**config.mk**
```make
export PLATFORM = sky130hd
export DESIGN_NAME = myff_bank
export DESIGN_NICKNAME = d
export VERILOG_FILES = /design/src/rtl/myff_bank.sv
export SDC_FILE = /design/constraint.sdc
export NUM_CORES = 1
export LEC_CHECK = 0
export BUFFER_PORTS_ARGS = -buffer_cell sky130_fd_sc_hd__buf_2
export CAP_MARGIN = 20
export CELL_PAD_IN_SITES_DETAIL_PLACEMENT = 1
export CELL_PAD_IN_SITES_GLOBAL_PLACEMENT = 1
export CORE_ASPECT_RATIO = 0.75
export CORE_MARGIN = 5
export CORE_UTILIZATION = 36
export CTS_CLUSTER_DIAMETER = 30
export DETAILED_ROUTE_END_ITERATION = 6
export HOLD_SLACK_MARGIN = 0.1
export PLACE_DENSITY_LB_ADDON = 0.12
export SYNTH_ARGS = -nofsm -noshare
export SYNTH_HDL_FRONTEND = slang
export SYNTH_SLANG_ARGS = --single-unit
```
**constraint.sdc**
```tcl
create_clock -name clk -period 1.5 [get_ports clk]
set_clock_uncertainty 0.15 [all_clocks]
set_input_delay 0.075 -clock clk [delete_from_list [all_inputs] [get_ports clk]]
set_output_delay 0.075 -clock clk [all_outputs]
set_load 0.02 [all_outputs]
```
**src/rtl/myff_bank.sv**
```systemverilog
// Bank of independent registered channels, each selecting between clocked data and a
// separately loaded value, with a saturating per-channel count of accepted loads.
module myff_bank #(
    parameter int unsigned     WIDTH     = 8,
    parameter int unsigned     CHANNELS  = 4,
    parameter int unsigned     LOAD_MODE = 0,
    parameter logic [WIDTH-1:0] RST_VAL  = '0,
    parameter int unsigned     CNT_W     = 8
) (
    input  logic                        clk,
    input  logic                        rst,
    input  logic [CHANNELS-1:0]         ce,
    input  logic [CHANNELS*WIDTH-1:0]   d,
    input  logic [CHANNELS-1:0]         aload,
    input  logic [CHANNELS*WIDTH-1:0]   rval,
    output logic [CHANNELS*WIDTH-1:0]   q,
    output logic [CHANNELS-1:0]         from_clock,
    output logic [CHANNELS*CNT_W-1:0]   load_cnt
);

    localparam logic [CNT_W-1:0] CNT_MAX = '1;
    localparam logic             EDGE_MODE = (LOAD_MODE != 0);

    logic [CHANNELS-1:0][WIDTH-1:0] data_q, data_d;
    logic [CHANNELS-1:0][WIDTH-1:0] lval_q, lval_d;
    logic [CHANNELS-1:0][WIDTH-1:0] q_q, q_d;
    logic [CHANNELS-1:0][CNT_W-1:0] cnt_q, cnt_d;
    logic [CHANNELS-1:0]            flag_q, flag_d;
    logic [CHANNELS-1:0]            adly_q, adly_d;
    logic [CHANNELS-1:0]            accept;

    // Next state per channel; q is pre-selected from next state so the output is a plain flop.
    always_comb begin
        data_d = data_q;
        lval_d = lval_q;
        cnt_d  = cnt_q;
        flag_d = flag_q;
        adly_d = aload;
        accept = '0;
        q_d    = q_q;
        for (int n = 0; n < int'(CHANNELS); n++) begin
            accept[n] = aload[n] & (~EDGE_MODE | ~adly_q[n]);
            if (ce[n]) begin
                data_d[n] = d[n*WIDTH +: WIDTH];
            end
            if (accept[n]) begin
                lval_d[n] = rval[n*WIDTH +: WIDTH];
                flag_d[n] = 1'b0;
                if (cnt_q[n] != CNT_MAX) begin
                    cnt_d[n] = cnt_q[n] + CNT_W'(1);
                end
            end else if (ce[n]) begin
                flag_d[n] = 1'b1;
            end
            q_d[n] = flag_d[n] ? data_d[n] : lval_d[n];
        end
    end

    // The delay bit keeps tracking aload through reset so a held request is not seen as an edge.
    always_ff @(posedge clk) begin
        if (rst) begin
            data_q <= {CHANNELS{RST_VAL}};
            lval_q <= {CHANNELS{RST_VAL}};
            q_q    <= {CHANNELS{RST_VAL}};
            cnt_q  <= '0;
            flag_q <= '0;
            adly_q <= aload;
        end else begin
            data_q <= data_d;
            lval_q <= lval_d;
            q_q    <= q_d;
            cnt_q  <= cnt_d;
            flag_q <= flag_d;
            adly_q <= adly_d;
        end
    end

    assign q          = q_q;
    assign from_clock = flag_q;
    assign load_cnt   = cnt_q;

endmodule
```
# [After elaboration in Yosys (flattened, before gate mapping)]
# Cells that the tools add are included.
[classes] reduce_logical=4 muxes=20 add_sub_neg=4 n_eq_ne=4
[op_table] operator="$mux W8" count=12
[op_table] operator="$add A8 B1 Y8 const B" count=4
[op_table] operator="$ne A8 B8 Y1 const B" count=4
[op_table] operator="$mux W1" count=8
[op_table] operator="$reduce_and A2 Y1" count=4
[totals] inputBits=74 word_cells=49 reg_bits=132

# [Depth between registers and ports, before layout]
# Gate-level depths: netlist (run 1).
[logic_depth] depth_word=3 depth_mapped=6

# [Least setup slack after synthesis (run 1)]
# No wires, ideal clock.
[synth_path] kind="reg2reg" start="register cnt_q, in the netlist load_cnt[0]" end="register cnt_q, in the netlist load_cnt[0]" n_path_buf=0 arrival_time_ns=1.448 slack_ns=-0.221 path_stages_with_launch=5 path_cell_list="dfxtp_1 ha_1 and4_1 a21boi_1 mux2_1"
[synth_via] elab_chain_cells=2 word_cells_on_any_way=3 cone_classes="add/sub: 1; eq/ne: 1; reduce/logical: 1"
[synth_rtl] element="start, declared" line="27" text="logic [CHANNELS-1:0][CNT_W-1:0] cnt_q, cnt_d;"
[synth_rtl] element="start signal, assigned" line="72" text="cnt_q <= cnt_d;"
[synth_rtl] element="parallel branches: the longest is 2 deep, another holds $add A8 B1 Y8"
# Several ways; the timed one is not identified.
# A chain may end at the register's enable or synchronous reset.

# [Worst setup path in the final report (run 1)]
[layout_path] start="register cnt_q, in the netlist load_cnt[8]" end="register cnt_q, in the netlist load_cnt[8]"
# The elaborated chain is that of the path after synthesis.

==> flow_summary.json, run 1 <==
{
  "firstDrtPassIters": 5,
  "outcome": "finished, violations left",
  "portBuffers": 141,
  "ir_drop_v": 0.000755,
  "min_path_cells": 4,
  "die_x_um": 147,
  "leakage_uw": 0.00381,
  "post-route-period-util_pct": 101,
  "max_freq_mhz": 659,
  "power_density_nw_per_um2": 1100,
  "crit_path_start_kind": "flop",
  "cts_max_path_buffers": 2,
  "grt_max_degree": 31,
  "hold_viol_final": 1,
  "gp_congestion": 0.776,
  "cts_made_buffers": 17,
  "hold_ws_ns": -0.00222,
  "overflow": 0,
  "synthCells": 468,
  "clock-root-buffer": "clkbuf_16",
  "critPathArrivalTime_ns": 1.66,
  "drive_gt1_share_pct": 34.2,
  "viasPerCell": 4.97,
  "area_growth_syn_to_layout_pct": 64.8,
  "crit_type": "flop to flop",
  "required_ns": 1.65,
  "die-area_um2": 16600,
  "ys_seq_area_share_pct": 52.2,
  "grt_pass1_vias": 5496,
  "yosys.area.top_type": "dfxtp_1",
  "antenna_cells": 0,
  "yosysUniqueCellTypes": 28,
  "drt-total-wl_mm": 18.8,
  "min_path_type": "input pin to flop",
  "finalSetupViolations": 1,
  "io_pins": 142,
  "start_util_pct": 36.8,
  "track_usage_pct": 22.9,
  "fp.dieH_um": 113,
  "final_common_cell": "buf_2",
  "drcViolationCount": 0,
  "r2r.worst_path.cells": 4,
  "crit_fanout": 6,
  "finalNonFillerCells": 967,
  "syn_area_per_cell_um2": 10.8,
  "slew_viol_final": 0,
  "wl_per_cell_um": 19.4,
  "coreArea_um2": 13700,
  "finalSetupTns_ns": -0.0164,
  "rows": 37,
  "end_kind": "flop",
  "h-tree-depth": 4,
  "grt_pass1_wl_mm": 30.0,
  "ys_ff_latch": 132,
  "final_nets": 857,
  "cts_tree": "yes",
  "min_period_ns": 1.52,
  "yosys.area.top_type_share_pct": 52.2,
  "synth_area_um2": 5060,
  "fin_ws_ns": -0.0164,
  "violations": "hold timing, setup timing",
  "syn_nets": 546,
  "yosys-top-cells-area": "dfxtp_1 (52%), mux2i_1 (13%), nor2_1 (5.3%)",
  "clk_latency_ns": 0.41,
  "slew_headroom_pct": 72.6,
  "drtIter0Drc": 138,
  "rsz0062_at_grt": "yes",
  "dpl.hpwl_mm": 9.91,
  "dp.cells": 785,
  "clock-sinks": 132,
  "layout_common_cells": "buf_2 (140), dlygate4sd3_1 (135), dfxtp_1 (119)",
  "clkSlewWorstSetupHoldPaths_ns": 0.07,
  "vias": 4805,
  "yosys_warnings": 0,
  "max_cap_viol_count": 0,
  "grt_antenna_before_repair": 0,
  "worstMarginPinSlew_ns": 0.409,
  "ant_nets": 0
}
critical path: stages (launching register included):
cell	delay (ns)
dfxtp_2	0.36
ha_4	0.18
and4_4	0.21
a21boi_2	0.17
mux2_1	0.33
metal layers:
metal,wire [µm],vias to the layer above,global-route usage (%)
met5,0,-,0
met4,252,0,5.77
met3,726,24,5.33
met2,9760,107,41.1
met1,8040,2348,27.8
li1,-,2326,-
stage by stage:
stage	setup slack (ns)	cell area, µm²	hold slack, ns	power [µW]	util, %
2_1_floorplan	0.00998	5150	0.0919	4460	-
3_3_place_gp	0.0365	6100	0.182	4770	44.4
3_5_place_dp	-0.00919	6100	0.204	4800	44.4
4_1_cts	0.000478	8270	-0.0100	9120	60.2
5_1_grt	-0.0712	8340	-0.00589	9540	60.7
6_report	-0.0164	8340	-0.00222	9170	60.7
state kept, by name, summed over array words and instances, names as in the netlist:
name,count
lval_q,32
from_clock,4
load_cnt,32
q,32
data_q,32
timing repair:
item | 4_1_cts | 5_1_grt
setup endpoints to repair | 3 | 35
buffers inserted | 5 | 3
hold buffers | 152 | 5
resized for setup | 8 | 29
pin swaps | 4 | 10
endpoints found under the hold margin | 126 | 25
cell usage after synthesis:
cell type / count
dfxtp_1: 132
nor2_1: 72
buf_2: 9
nor2b_1: 4
buf_4: 4
nand2b_1: 8
a21boi_1: 8
nor2b_4: 4
and3_1: 8
buf_6: 13
a311oi_1: 4
and4_1: 8
nand2_1: 4
a31oi_1: 8
a2bb2oi_2: 3
a21oi_1: 20
ha_1: 4
a211oi_1: 12
nor3_1: 16
nor4b_1: 4
nand3_1: 4
mux2_1: 4
clkbuf_4: 1
o21ba_1: 4
mux2i_1: 68
clkbuf_1: 5
nand4_1: 8
a2bb2oi_1: 29
path summary, 6_finish.rpt:
check,from,endpoint,slack [ns]
setup reg to reg,load_cnt[8],load_cnt[8],-0.02
hold / removal,rst,q[21],-0.002
setup / recovery,load_cnt[8],load_cnt[8],-0.02
hold reg to reg,load_cnt[15],load_cnt[15],0.38
area by class of cell:
type,instances,area (µm²)
Clock buffer,22,494
Clock inverter,10,71.3
Fill cell,1484,5410
Multi-Input combinational cell,304,2370
Sequential cell,132,2670
Tap cell,175,219
Timing Repair Buffer,324,2510
where the power goes:
group | internal (µW) | leakage [µW] | switching, µW
Sequential | 3720 | 0.00109 | 94.3
Combinational | 750 | 0.00244 | 658
Clock | 2340 | 0.000271 | 1610
Total | 6800 | 0.00381 | 2360
cell families (layout without fill, tap and decap cells):
kind of cell | Yosys count | count (layout) | share of synthesized area (%)
flops | 132 | 132 | 52.2
simple gates | 140 | 140 | 14.2
fa+ha+maj | 4 | 4 | 0.989
compound gates | 88 | 88 | 13.3
buf+inv | 32 | 356 | 4.89
mux | 72 | 72 | 14.3
No activity file was read; power rests on OpenSTA's default activity.
==> run 2, diff against run 1 <==
BUFFER_PORTS_ARGS = not set   (was -buffer_cell sky130_fd_sc_hd__buf_2)
CORE_UTILIZATION = 43   (was 36)
DONT_BUFFER_PORTS = 1   (was not set)
==> run 2 against run 1 <==
The flow now stops in clock tree synthesis. Synthesized cell count unchanged. Synthesized area unchanged.
==> flow_summary.json, run 2 <==
{
  "cts_setup_buffers": 0,
  "yosysUniqueCellTypes": 28,
  "syn_nets": 546,
  "portBuffers": 0,
  "syn_area_per_cell_um2": 10.8,
  "gp_congestion": 0.855,
  "yosys.area.top_type": "dfxtp_1",
  "synth_ff_type": "dfxtp_1",
  "yosys.area.top_type_share_pct": 52.2,
  "io_pins": 142,
  "post-place-ws_ns": 0.0161,
  "yosys_warnings": 0,
  "synth_top_cells_by_count": "dfxtp_1 (132), nor2_1 (72), mux2i_1 (68)",
  "cts_made_buffers": 17,
  "fp.dieH_um": 104,
  "yosysMostFrequentCell": "dfxtp_1",
  "cts_hold_buf": 137,
  "rows": 34,
  "error": "[ERROR RSZ-0060] Max buffer count reached.",
  "synth_area_um2": 5060,
  "haltStage": "clock tree synthesis",
  "cts_max_path_buffers": 2,
  "yosys-top-cells-area": "dfxtp_1 (52%), mux2i_1 (13%), nor2_1 (5.3%)",
  "synthCells": 468,
  "synth_edf_count": 0,
  "h-tree-depth": 4,
  "ys_ff_latch": 132,
  "die_x_um": 135,
  "cts_resized": 0,
  "synthArstFlopShare_pct": 0,
  "clock-root-buffer": "clkbuf_16",
  "clock-sinks": 132,
  "ys_seq_area_share_pct": 52.2,
  "dpl.hpwl_mm": 8.91,
  "dp.cells": 651,
  "placed_area_um2": 5500,
  "start_util_pct": 43.7,
  "outcome": "did not finish"
}
## run 2: cell counts after synthesis
No cell type changed its count.
## run 2: through the flow
step / util, % / hold WS, ns
after floorplan: - / 0.0919
after detailed placement: 47.6 / 0.0107
after global placement: 47.6 / 0.00931
## run 2: cells by family after synthesis
| group | after synthesis | share of synthesized area (%) |
|---|---|---|
| AND/OR/NAND/NOR | 140 | 14.2 |
| flip-flops | 132 | 52.2 |
| AO/OA/AOI/OAI | 88 | 13.3 |
| multiplexers | 72 | 14.3 |
| buffers and inverters | 32 | 4.89 |
| adder cells (fa/ha/maj) | 4 | 0.989 |
==> run 3, diff against run 2 <==
CELL_PAD_IN_SITES_DETAIL_PLACEMENT = not set   (was 1)
CELL_PAD_IN_SITES_GLOBAL_PLACEMENT = not set   (was 1)
CORE_ASPECT_RATIO = not set   (was 0.75)
CORE_UTILIZATION = 40   (was 43)
CTS_CLUSTER_DIAMETER = not set   (was 30)
HOLD_SLACK_MARGIN = not set   (was 0.1)
PLACE_DENSITY_LB_ADDON = 0.15   (was 0.12)
clock period = 2 ns   (was 1.5 ns; I/O delays follow)
==> run 3 against run 2 <==
The run now ends clean.
==> flow_summary.json, run 3 (same netlist as run 1, synthesis figures left out) <==
{
  "track_usage_pct": 16.9,
  "drcViolationCount": 0,
  "crit_path_start_kind": "flop",
  "cts_tree": "yes",
  "final_nets": 677,
  "portBuffers": 0,
  "vias": 3968,
  "outcome": "finished, final reports clean",
  "drive_gt1_share_pct": 11.3,
  "grt_pass1_wl_mm": 19.7,
  "end_kind": "flop",
  "r2r.worst_path.cells": 5,
  "crit_type": "flop to flop",
  "gp_congestion": 0.870,
  "r2r-end": "load_cnt[19]",
  "min_period_ns": 1.89,
  "worstSetupEndpoint": "load_cnt[19]",
  "min_path_type": "input pin to flop",
  "final_util_pct": 56.0,
  "required_ns": 2.21,
  "dp.cells": 638,
  "io_pins": 142,
  "clk_latency_ns": 0.42,
  "overflow": 0,
  "final_common_cell": "dfxtp_1",
  "firstDrtPassIters": 4,
  "rows": 41,
  "viasPerCell": 5.07,
  "slew_headroom_pct": 48.8,
  "design_area_um2": 7010,
  "die_x_um": 122,
  "max_cap_viol_count": 0,
  "clock-root-buffer": "clkbuf_16",
  "power_density_nw_per_um2": 949,
  "wl_per_cell_um": 15.9,
  "antenna_cells": 0,
  "area_growth_syn_to_layout_pct": 38.5,
  "ir_drop_v": 0.000536,
  "drt-total-wl_mm": 12.4,
  "finalNonFillerCells": 783,
  "placed_area_um2": 5250,
  "ant_nets": 0,
  "crit_fanout": 5,
  "critPathArrivalTime_ns": 2.10,
  "leakage_uw": 0.00299,
  "coreArea_um2": 12500,
  "die-area_um2": 15000,
  "clock-sinks": 132,
  "cts_max_path_buffers": 2,
  "clkSlewWorstSetupHoldPaths_ns": 0.06,
  "drtIter0Drc": 142,
  "rsz0062_at_grt": "no",
  "power.total_uw": 6650,
  "finalSetupTns_ns": 0,
  "fp.dieH_um": 122,
  "hold_viol_final": 0,
  "grt_antenna_before_repair": 0,
  "start_util_pct": 40.4,
  "post-route-period-util_pct": 94.5,
  "h-tree-depth": 4,
  "grt_pass1_vias": 3943,
  "r2r_slack_ns": 0.11,
  "dpl.hpwl_mm": 7.57,
  "finalSetupViolations": 0,
  "grt_max_degree": 83,
  "slew_viol_final": 0,
  "crit_path_start": "load_cnt[16]",
  "cts_made_buffers": 17,
  "timing.rr.start": "load_cnt[16]",
  "worstMarginPinSlew_ns": 0.766,
  "max_freq_mhz": 529,
  "layout_common_cells": "dfxtp_1 (132), dlygate4sd3_1 (113), nor2_1 (72)"
}
[run 3: worst max-delay path, cell delays in order, from the launching register on]
cell           delay, ns
dfxtp_1             0.34
ha_2                0.21
and4_4              0.26
a21oi_1             0.07
a211oi_1            0.23
dlygate4sd3_1       0.57
[run 3: repair_timing]
| action | in CTS | in global routing |
|---|---|---|
| endpoints found under the setup margin | 0 | 2 |
| buffers inserted | 0 | 0 |
| endpoints found under the hold margin | 132 | 0 |
| hold buffers | 114 | 0 |
| resized for setup | 0 | 3 |
[run 3: cell type report]
class / count / area (µm²)
Clock buffer: 21 / 460
Fill cell: 1111 / 5510
Timing Repair Buffer: 144 / 1380
Sequential cell: 132 / 2640
Clock inverter: 10 / 131
Multi-Input combinational cell: 304 / 2180
Tap cell: 172 / 215
[run 3: worst min-delay path by stage]
stage | cells past startpoint | end | from | slack (ns)
floorplan | 2 | data_q[0] | d[0] | 0.12
global placement | 1 | data_q[21] | rst | 0.03
detailed placement | 1 | data_q[15] | rst | 0.04
CTS | 2 | data_q[8] | rst | 0.13
global route | 2 | data_q[23] | rst | 0.14
finish | 2 | data_q[11] | rst | 0.14
[run 3: power by group]
part	internal [µW]	switching (µW)	leakage [µW]
clock network	2010	1100	0.000292
registers	2790	139	0.00109
logic	347	272	0.00161
[run 3: metal layers]
layer  track usage, %  up-vias  share of wire (%)
li1                 -     1966                  -
met1             19.6     1853                 42
met2             26.7      127                 47
met3             8.06       22                8.8
met4             6.79        0                1.8
met5                0        -                  0
[run 3: metrics by stage]
| step | setup WS (ns) | hold WS (ns) |
|---|---|---|
| after global routing | 0.00189 | 0.136 |
| after CTS | 0.0809 | 0.129 |
| after floorplan | 0.279 | 0.117 |
| final | 0.111 | 0.141 |
| after detailed placement | 0.302 | 0.0354 |
| after global placement | 0.351 | 0.0334 |
